File: config.mk
export PLATFORM = sky130hd
export DESIGN_NAME = calc_operand_entry
export DESIGN_NICKNAME = d
export VERILOG_FILES = /design/src/rtl/calc_operand_entry.sv
export SDC_FILE = /design/constraint.sdc
export NUM_CORES = 1
export LEC_CHECK = 0
export ABC_AREA = 1
export BUFFER_PORTS_ARGS = -buffer_cell sky130_fd_sc_hd__buf_2
export CAP_MARGIN = 10
export CORE_MARGIN = 2
export CORE_UTILIZATION = 60
export CTS_BUF_LIST = sky130_fd_sc_hd__clkbuf_2
export CTS_CLUSTER_DIAMETER = 200
export DETAILED_ROUTE_END_ITERATION = 10
export PLACE_DENSITY = 0.86
export SLEW_MARGIN = 20
export SYNTH_ARGS = -nofsm -noshare
export SYNTH_HDL_FRONTEND = slang
export SYNTH_SLANG_ARGS = --single-unit
File: constraint.sdc
create_clock -name clk -period 2.94 [get_ports clk]
set_input_delay 0.882 -clock clk [delete_from_list [all_inputs] [get_ports clk]]
set_output_delay 0.882 -clock clk [all_outputs]
set_load 0.01 [all_outputs]
File: src/rtl/calc_operand_entry.sv
// Keypad operand-entry controller: turns debounced key levels into BCD operands
// and hands NOPS committed operands to the ALU sequencer, one pulse per operand.
module calc_operand_entry #(
    parameter int NDIGITS     = 4,
    parameter int NOPS        = 2,
    parameter int AUTO_COMMIT = 0
) (
    input  logic                 clk,
    input  logic                 reset,
    input  logic                 start,
    input  logic                 key_pressed,
    input  logic [3:0]           key_code,
    output logic                 busy,
    output logic [4*NDIGITS-1:0] display,
    output logic [3:0]           digit_count,
    output logic [1:0]           op_index,
    output logic                 op_valid,
    output logic [4*NDIGITS-1:0] op_value,
    output logic                 done,
    output logic                 overflow_err
);

    localparam int DW = 4 * NDIGITS;
    localparam logic [3:0] ND_C      = 4'(NDIGITS);
    localparam logic [3:0] ND_LAST_C = 4'(NDIGITS - 1);
    localparam logic [1:0] OP_LAST_C = 2'(NOPS - 1);

    typedef enum logic [1:0] {
        ST_IDLE   = 2'd0,
        ST_ENTRY  = 2'd1,
        ST_COMMIT = 2'd2,
        ST_DONE   = 2'd3
    } state_t;

    state_t          state_r, state_s;
    logic            key_prev_r;
    logic [DW-1:0]   display_r, display_s;
    logic [3:0]      count_r, count_s;
    logic [1:0]      op_index_r, op_index_s;
    logic [DW-1:0]   op_value_r, op_value_s;
    logic            op_valid_r, op_valid_s;
    logic            done_r, done_s;
    logic            overflow_r, overflow_s;
    logic            busy_r;
    logic            event_s;
    logic [DW-1:0]   shifted_s;

    assign event_s = key_pressed & ~key_prev_r;

    // A single-digit operand has no older digits to keep when shifting in.
    if (NDIGITS == 1) begin : g_shift_one
        assign shifted_s = key_code;
    end else begin : g_shift_many
        assign shifted_s = {display_r[DW-5:0], key_code};
    end

    // Next-state and next-register computation for the entry sequencer.
    always_comb begin
        state_s    = state_r;
        display_s  = display_r;
        count_s    = count_r;
        op_index_s = op_index_r;
        op_value_s = op_value_r;
        op_valid_s = 1'b0;
        done_s     = 1'b0;
        overflow_s = 1'b0;
        case (state_r)
            ST_IDLE: begin
                if (start) begin
                    state_s    = ST_ENTRY;
                    op_index_s = 2'd0;
                    display_s  = '0;
                    count_s    = 4'd0;
                end else begin
                    state_s = ST_IDLE;
                end
            end
            ST_ENTRY: begin
                if (!event_s) begin
                    state_s = ST_ENTRY;
                end else if (key_code <= 4'h9) begin
                    if (count_r == ND_C) begin
                        overflow_s = 1'b1;
                    end else if ((count_r == 4'd0) && (key_code == 4'h0)) begin
                        // leading zero keeps the operand empty
                        count_s = 4'd0;
                    end else begin
                        display_s = shifted_s;
                        count_s   = count_r + 4'd1;
                        if ((AUTO_COMMIT != 0) && (count_r == ND_LAST_C)) begin
                            state_s    = ST_COMMIT;
                            op_valid_s = 1'b1;
                            op_value_s = shifted_s;
                        end else begin
                            state_s = ST_ENTRY;
                        end
                    end
                end else begin
                    case (key_code)
                        4'hA: begin
                            if (count_r != 4'd0) begin
                                display_s = display_r >> 3'd4;
                                count_s   = count_r - 4'd1;
                            end else begin
                                count_s = 4'd0;
                            end
                        end
                        4'hB: begin
                            display_s = '0;
                            count_s   = 4'd0;
                        end
                        4'hC: begin
                            if (count_r != 4'd0) begin
                                state_s    = ST_COMMIT;
                                op_valid_s = 1'b1;
                                op_value_s = display_r;
                            end else begin
                                state_s = ST_ENTRY;
                            end
                        end
                        default: state_s = ST_ENTRY;
                    endcase
                end
            end
            ST_COMMIT: begin
                display_s = '0;
                count_s   = 4'd0;
                if (op_index_r < OP_LAST_C) begin
                    op_index_s = op_index_r + 2'd1;
                    state_s    = ST_ENTRY;
                end else begin
                    state_s = ST_DONE;
                    done_s  = 1'b1;
                end
            end
            ST_DONE: begin
                state_s    = ST_IDLE;
                op_index_s = 2'd0;
            end
            default: begin
                state_s    = ST_IDLE;
                display_s  = '0;
                count_s    = 4'd0;
                op_index_s = 2'd0;
            end
        endcase
    end

    // State and output registers; key_prev tracks the strobe in every state.
    always_ff @(posedge clk or posedge reset) begin
        if (reset) begin
            state_r    <= ST_IDLE;
            key_prev_r <= 1'b0;
            display_r  <= '0;
            count_r    <= 4'd0;
            op_index_r <= 2'd0;
            op_value_r <= '0;
            op_valid_r <= 1'b0;
            done_r     <= 1'b0;
            overflow_r <= 1'b0;
            busy_r     <= 1'b0;
        end else begin
            state_r    <= state_s;
            key_prev_r <= key_pressed;
            display_r  <= display_s;
            count_r    <= count_s;
            op_index_r <= op_index_s;
            op_value_r <= op_value_s;
            op_valid_r <= op_valid_s;
            done_r     <= done_s;
            overflow_r <= overflow_s;
            busy_r     <= (state_s != ST_IDLE);
        end
    end

    assign busy         = busy_r;
    assign display      = display_r;
    assign digit_count  = count_r;
    assign op_index     = op_index_r;
    assign op_valid     = op_valid_r;
    assign op_value     = op_value_r;
    assign done         = done_r;
    assign overflow_err = overflow_r;

endmodule
==> Word-level counts from Yosys, hierarchy flattened <==
Cells that the tools add are included.
{ "totals": {"rom_bits": 0, "regBits": 45, "latchBits": 0, "ram_bits": 0, "elab_cells": 84, "mem_count": 0, "inputBits": 8, "out_inout_bits": 42} }
{ "op_classes": {"n_shift": 0, "n_bitwise": 3, "n_mux": 39, "eq_ne": 14, "reduce_logical": 13, "n_div": 0, "n_mul": 0, "order_cmp": 2, "add_sub_neg": 3} }
{ "ops": {"columns": ["cell", "n"], "rows": [
  ["$mux W16", 6],
  ["$pmux W16 S3", 1],
  ["$pmux W16 S2", 1],
  ["$mux W4", 6],
  ["$mux W2", 8],
  ["$eq A4 B4 Y1 const B", 3],
  ["$mux W1", 12],
  ["$pmux W4 S3", 1],
  ["$reduce_and A5 Y1", 2],
  ["$logic_not A4 Y1", 2],
  ["$pmux W2 S4", 1],
  ["$pmux W4 S2", 1],
  ["$reduce_and A7 Y1", 1],
  ["$ne A2 B2 Y1 const B", 3],
  ["$ne A3 B3 Y1 const B", 2],
  ["$pmux W2 S3", 1],
  ["$reduce_bool A3 Y1", 2],
  ["$add A4 B1 Y4 const B", 1],
  ["$eq A2 B2 Y1 const B", 2],
  ["$eq A4 B3 Y1 const B", 1],
  ["$le A4 B4 Y1 const B", 1],
  ["$ne A4 B2 Y1 const B", 1],
  ["$ne A4 B4 Y1 const B", 1],
  ["$pmux W2 S2", 1],
  ["12 further kinds", 13]
]} }

==> Longest topological paths before layout <==
Gate-level depths: netlist of run 1.
{ "logic_depth": {"word_depth": 8, "mapped_depth": 12} }

==> Worst setup path after synthesis of run 1 <==
Ideal clock, no wire load.
{ "synth_timing": {"path_type": "input -> register", "start": "input port key_code[2]", "end": "register count_r[3], in the netlist digit_count[3]", "slack_ns": 1.135, "setup_ns": 0.113, "path_stages": 11, "n_path_buf": 1, "t_arrival_ns": 1.693, "cell_sequence": "inv_1 -> nand2_1 -> nand2_1 -> buf_2 -> nand2_1 -> nand2_1 -> nand2_1 -> nand3_1 -> nand2_1 -> nand2_1 -> inv_1"} }
{ "synth_via": {"elab_chain_len": 7} }
{ "synth_lines": {"columns": ["item", "line", "rtl"], "rows": [
  ["from (decl)", "12", "input logic [3:0] key_code,"],
  ["$logic_not A4 Y1", "84", "end else if ((count_r == 4'd0) && (key_code == 4'h0)) begin"],
  ["$logic_and A1 B1 Y1", "84", null],
  ["$mux W4", "84", null],
  ["$mux W4", "82", "if (count_r == ND_C) begin"],
  ["$mux W4", "81", "end else if (key_code <= 4'h9) begin"],
  ["$mux W4", "79", "if (!event_s) begin"],
  ["$pmux W4 S3", "67", "case (state_r)"],
  ["to (signal assigned)", "166", "count_r <= count_s;"],
  ["to (decl)", "38", "logic [3:0] count_r, count_s;"]
]} }
Parallel ways exist; a longest one is shown, timed or not. The select of a mux whose other input is x is not followed.
A chain may end at the register's enable or synchronous reset.

==> Worst setup path in the final report of run 1 <==
{ "layout_timing": {"start": "register count_r[0], in the netlist digit_count[0]", "end": "register op_value_r[1], in the netlist op_value[1]"} }
{ "layout_via": {"elab_chain_len": 2} }
{ "layout_lines": {"columns": ["item", "line", "rtl"], "rows": [
  ["$reduce_bool A4 Y1", "113", "if (count_r != 4'd0) begin"],
  ["$reduce_and A5 Y1 (no source line)", null, null],
  ["to (signal assigned)", "168", "op_value_r <= op_value_s;"],
  ["to (decl)", "40", "logic [DW-1:0] op_value_r, op_value_s;"]
]} }
No other way between the ends.

==> results of run 1 <==
-- cells by family (layout without fill, tap and decap cells) --
family | Yosys count | after routing | share of synthesized area [%]
AOI/OAI and AO/OA | 35 | 35 | 7.19
adders and majority gates | 4 | 4 | 2.05
buffers and inverters | 45 | 92 | 9.50
DFF | 45 | 45 | 46.2
and+or+nand+nor | 186 | 186 | 35.1
-- per-layer routing --
| layer | part of all wire, % | global-route usage [%] | up-vias |
|---|---|---|---|
| li1 | - | - | 1078 |
| met1 | 44 | 34.4 | 1019 |
| met2 | 50 | 41.2 | 66 |
| met3 | 4.8 | 5.50 | 9 |
| met4 | 1.4 | 7.40 | 0 |
| met5 | 0 | 0 | - |
-- cell type report --
cell class	count	area share [%]
clock inverter	3	1.51
timing repair buffer	52	9.81
tap	50	2.29
multi-input combinational	225	39.6
inverter	32	4.67
sequential	45	41.2
clock buffer	5	0.917
-- how the worst max path moves through the flow --
| stage | from | slack (ns) | depth (start not counted) | to |
|---|---|---|---|---|
| floorplan | reset | 1.0 | 1 | busy |
| global placement | key_code[2] | 0.64 | 11 | digit_count[1] |
| detailed placement | key_code[2] | 0.63 | 11 | digit_count[2] |
| CTS | digit_count[0] | 0.95 | 9 | op_value[1] |
| global route | digit_count[0] | 0.71 | 9 | op_value[1] |
| finish | digit_count[0] | 0.98 | 9 | op_value[1] |
-- report_power, final --
group	switching (uW)	internal, uW
sequential	203	824
combinational	568	374
clock	202	141
-- flip-flops by register name, indices dropped and copies added, names as in the netlist --
register	flops
key_prev_r	1
op_value	16
overflow_err	1
op_valid	1
display	16
digit_count	4
op_index	2
busy	1
done	1
state_r	2
-- worst reg2reg max path: stages, from the launching register on --
cell	delay (ns)
dfrtp_1	0.47
inv_1	0.11
ha_1	0.24
nand3_1	0.17
nand3_1	0.13
nor2_1	0.14
nand2_1	0.24
inv_2	0.27
nand2_1	0.09
nand2_1	0.07
-- cells in the final DEF, fill, tap and decap left out, types with 5 or more instances in the layout --
cell type	count
nor2_1	24
buf_2	49
o21ai_1	5
dfrtp_1	45
a21oi_1	14
nor3_1	6
clkbuf_2	5
o21ai_0	16
nand3_1	24
nand2_1	116
inv_1	23
inv_2	5
-- per-stage QoR --
step,area [sq um],std cells,setup WS (ns),power (uW)
2_1_floorplan,2440,315,0.999,1650
3_3_place_gp,2660,404,0.640,1960
3_5_place_dp,2660,404,0.627,1990
4_1_cts,2730,412,0.953,2320
5_1_grt,2730,412,0.711,2520
6_report,2730,412,0.979,2310
==> key figures, run 1 <==
Outcome
  – Outcome: completed

GRT
  – Antenna violations before repair: 0
  – All-Layer GR Usage: 25.5%
  – Pin count of the biggest net entering global routing: 46
  – Vias in the first global route: 1,936
  – First-pass GRT wire length: 8760 um
  – Global route overflow: 0

Timing
  – Max Slew Vio Count: 0
  – Fin Hold WS: 0.512 ns
  – Period utilisation layout: 66.7%
  – Setup TNS: 0 ns
  – Worst-Margin Slew: 0.561 ns
  – Min Tclk post-route: 1.96 ns
  – Clk_skew: 0.0214 ns
  – Hold Vio Cnt, Final: 0
  – FMAX: 0.510 GHz
  – Final setup fails: 0
  – RSZ-0062 raised after global routing: no
  – Slew headroom: 62.5%

Floorplanning
  – Chip height: 67.7 um
  – Width of the die: 67.7 um
  – Starting Density: 61.8%
  – Row count: 23
  – Boundary Pins: 50
  – Core area: 3940 sq um
  – Die Area: 4590 sq um

Worst hold path
  – Hold path start: op_value[4]
  – Hold Path Sink: op_value[4]
  – Hold-critical path depth: 2
  – Min-Delay Path Class: reg -> reg

Pwr
  – P per Cell Area: 847 nW/um^2
  – Leak: 0.00157 uW
  – VDD IR-drop max: 0.394 mV

Worst setup path
  – R2r worst-path depth: 9
  – Crit path kind: reg -> reg
  – Critical path buffers and inverters: 2
  – Worst R2R Start: digit_count[0]
  – Startpoint class of the critical path: register
  – R2R Setup Slk: 0.98 ns
  – Crit-path max cell delay: 0.47 ns
  – Worst Setup End Kind: register
  – CP max stage cell: dfrtp_1
  – R2r endpoint: op_value[1]
  – Crit path required time: 3.31 ns
  – Top cell by count, worst path: nand2_1
  – Crit path max fanout: 13
  – CP top delay family: simple AND/OR/NAND/NOR gates
  – Critical Path, Cell by Cell: inv_1 -> ha_1 -> nand3_1 -> nand3_1 -> nor2_1 -> nand2_1 -> inv_2 -> nand2_1 -> nand2_1
  – Arrival time worst endpoint: 2.33 ns

Yosys
  – Post-synth top area share: 46.2%
  – Prevailing post-synth register cell: dfrtp_1
  – Ys Warns: 0
  – Top post-synthesis cells by area: dfrtp_1 (46%), nand2_1 (18%), nand3_1 (4.9%)
  – Synth Area per Inst: 7.74 sq um
  – Most frequent cells after synthesis: nand2_1 (116), dfrtp_1 (45), inv_1 (24), nand3_1 (24), nor2_1 (24)
  – Synthesized Nets: 327
  – Gate Count Post-Synth: 315
  – Count leader, synth: nand2_1
  – Dominant cell type by area after synthesis: dfrtp_1
  – Synth Register Bits: 45
  – Post-synth EDFFs: 0
  – Netlist cell types: 28
  – Async SR Flop Fraction: 100%
  – Seq/Total Area, Yosys: 46.2%
  – Synth Cell Area: 2440 sq um

CTS
  – CTS max path bufs: 2
  – Clock Sinks: 45
  – Post-CTS setup buffer count: 0
  – Number of H-tree levels: 2
  – PostCTS Resize Cnt: 0
  – Latest clock arrival within the worst-skew pair: 0.41 ns
  – Total CTS buffers: 5
  – Cts-stage hold buffer count: 0
  – Worst-path clk slew: 0.23 ns
  – CTS tree: built
  – Root buf cell: clkbuf_2

Detailed routing
  – Avg WL per Cell: 12.7 um
  – Routed wire length: 5250 um
  – Drt pass-1 iters: 4
  – Via Count: 2,172
  – Drt initial violations: 191
  – Final antenna-violating net count: 0
  – DRC: 0
  – Vias/cell: 5.27

Flow run
  – # Max-Cap Violations: 0

Finish
  – Nets@finish: 373
  – N_diodes: 0
  – Flip-flop and latch area: 1130 sq um
  – Layout cells sized above 1: 21.5%
  – Final core utilization: 69.2%
  – Area of the multi-input gates: 1080 sq um
  – Fill cells: 358
  – Syn-to-layout area delta: 12.0%

Placement
  – DP HPWL: 3790 um
  – Port buffer count: 49
  – Placer Congestion: 0.918
No activity file was read; power rests on OpenSTA's default activity.
==> run 2: changes to the inputs <==
Settings changed: CORE_UTILIZATION 60 to 57, PLACE_DENSITY 0.86 to 0.82.
Clock period 2.94 ns to 1.95 ns, I/O delays scaled along.
==> key figures, run 2 (synthesis results as in run 1) <==
GRT
  – All-Layer GR Usage: 23.6%
  – Pin count of the biggest net entering global routing: 46
  – Met1 GRT Util: 31.1%
  – First-pass GRT wire length: 9270 um
  – M2 GR Usage: 39.6%
  – Met3 GRT Util: 4.07%
  – Global route overflow: 0
  – Antenna violations before repair: 0
  – Vias in the first global route: 2,066
  – Top Usage Layer GRT: met2

Outcome
  – Outcome: completed

Worst setup path
  – CP max stage cell: dfrtp_1
  – R2r endpoint: display[2]
  – R2r worst-path depth: 10
  – Crit path kind: reg -> reg
  – Crit path required time: 2.29 ns
  – Startpoint class of the critical path: register
  – Crit path max fanout: 16
  – Critical Path, Cell by Cell: inv_1 -> ha_1 -> nand3_1 -> buf_4 -> nor2_1 -> nand2_1 -> nand2_2 -> nor2_8 -> nand3_1 -> nand2_1
  – Arrival time worst endpoint: 2.11 ns
  – Crit-path max cell delay: 0.47 ns
  – Worst Setup End Kind: register
  – Worst R2R Start: digit_count[0]
  – R2R Setup Slk: 0.18 ns

Floorplanning
  – Core area: 4060 sq um
  – Starting Density: 60.1%
  – Boundary Pins: 50
  – Width of the die: 69.4 um
  – Row count: 23
  – Chip height: 69.4 um
  – Die Area: 4810 sq um

CTS
  – Number of H-tree levels: 2
  – CTS tree: built
  – Cts-stage hold buffer count: 0
  – Total CTS buffers: 5
  – Root buf cell: clkbuf_2
  – Worst-path clk slew: 0.23 ns
  – Latest clock arrival within the worst-skew pair: 0.42 ns
  – CTS max path bufs: 2
  – Clock Sinks: 45

Timing
  – FMAX: 0.565 GHz
  – Clk_skew: 0.0200 ns
  – Final WS setup: 0.181 ns
  – Fin Hold WS: 0.144 ns
  – Worst-Margin Slew: 0.364 ns
  – Max Slew Vio Count: 0
  – Setup TNS: 0 ns
  – RSZ-0062 raised after global routing: no
  – Period utilisation layout: 90.7%
  – Min Tclk post-route: 1.77 ns
  – Final setup fails: 0
  – Hold Vio Cnt, Final: 0
  – Slew headroom: 75.7%

Pwr
  – Leak: 0.00160 uW
  – Switching part of the total: 41.6%
  – Clk pwr share: 14.9%
  – VDD IR-drop max: 0.696 mV
  – Comb pwr share: 41.5%
  – Internal power: 2060 uW
  – Sequential share of power: 43.6%
  – P_sw: 1470 uW
  – Total power: 3530 uW
  – P per Cell Area: 1260 nW/um^2

Finish
  – Nets@finish: 378
  – Post-route insts no fill: 417
  – Most common cell after layout, fill and taps aside: nand2_1
  – Area of the multi-input gates: 1080 sq um
  – Layout cells sized above 1: 23.4%
  – N_diodes: 0
  – Commonest non-fill, non-tap cells in the layout: nand2_1 (115), buf_2 (49), dfrtp_1 (45), nand3_1 (24)
  – Flip-flop and latch area: 1130 sq um
  – Fill cells: 357
  – Syn-to-layout area delta: 15.0%

Detailed routing
  – Final antenna-violating net count: 0
  – Drt pass-1 iters: 4
  – Routed wire length: 5330 um
  – Drt initial violations: 136
  – Avg WL per Cell: 12.8 um
  – Via Count: 2,195
  – DRC: 0
  – Vias/cell: 5.26

Placement
  – DP Cell Count: 409
  – DP HPWL: 3760 um
  – Placer Congestion: 0.908
  – Port buffer count: 49
  – Placement Setup Slack: 0.149 ns

Flow run
  – # Max-Cap Violations: 0

Worst hold path
  – Min-Delay Path Class: in -> async
[run 2: per-layer routing]
layer	share of wire (%)	routed length [um]
met1	46	2440
met2	47	2520
met3	5.1	274
met4	1.7	91
met5	0	0
[run 2: what timing repair did]
| action | CTS | global route |
|---|---|---|
| setup endpoints to repair | 0 | 19 |
| gates resized for setup | 0 | 3 |
| buffers inserted | 0 | 0 |
[run 2: critical path: cells and delay by family, from the launching register on]
kind	cells	cell delay, ns
and+or+nand+nor	7	0.71
DFF	1	0.47
buffers and inverters	2	0.30
adders and majority gates	1	0.22
[run 2: worst max path at each step]
stage                   startpoint             end  slack, ns  cells past startpoint
finish              digit_count[0]      display[2]       0.18                     10
global route        digit_count[0]      display[2]      0.008                     10
CTS                 digit_count[0]    op_value[13]       0.14                      9
detailed placement     key_code[2]  digit_count[1]       0.15                     11
global placement       key_code[2]  digit_count[1]       0.12                     11
floorplan                    reset            busy       0.31                      1
[run 2: through the flow]
step | util [%] | instance area [sq um]
3_3_place_gp | 67.2 | 2730
2_1_floorplan | - | 2440
6_report | 69.1 | 2800
4_1_cts | 68.9 | 2800
3_5_place_dp | 67.2 | 2730
5_1_grt | 69.1 | 2800
[run 2: area by class of cell]
| class | count | area share, % |
|---|---|---|
| multi-input combinational | 225 | 38.7 |
| clock inverter | 2 | 1.38 |
| sequential | 45 | 40.2 |
| inverter | 32 | 4.64 |
| timing repair buffer | 57 | 11.8 |
| tap | 50 | 2.23 |
| clock buffer | 6 | 1.07 |
[run 2: power groups by stage]
stage / Sequential (uW) / Clock (uW) / Combinational [uW]
after global placement: 1550 / 0 / 1420
final: 1540 / 527 / 1460
after global routing: 1590 / 573 / 1660
after detailed placement: 1550 / 0 / 1460
after floorplan: 1650 / 0 / 839
after CTS: 1530 / 540 / 1470
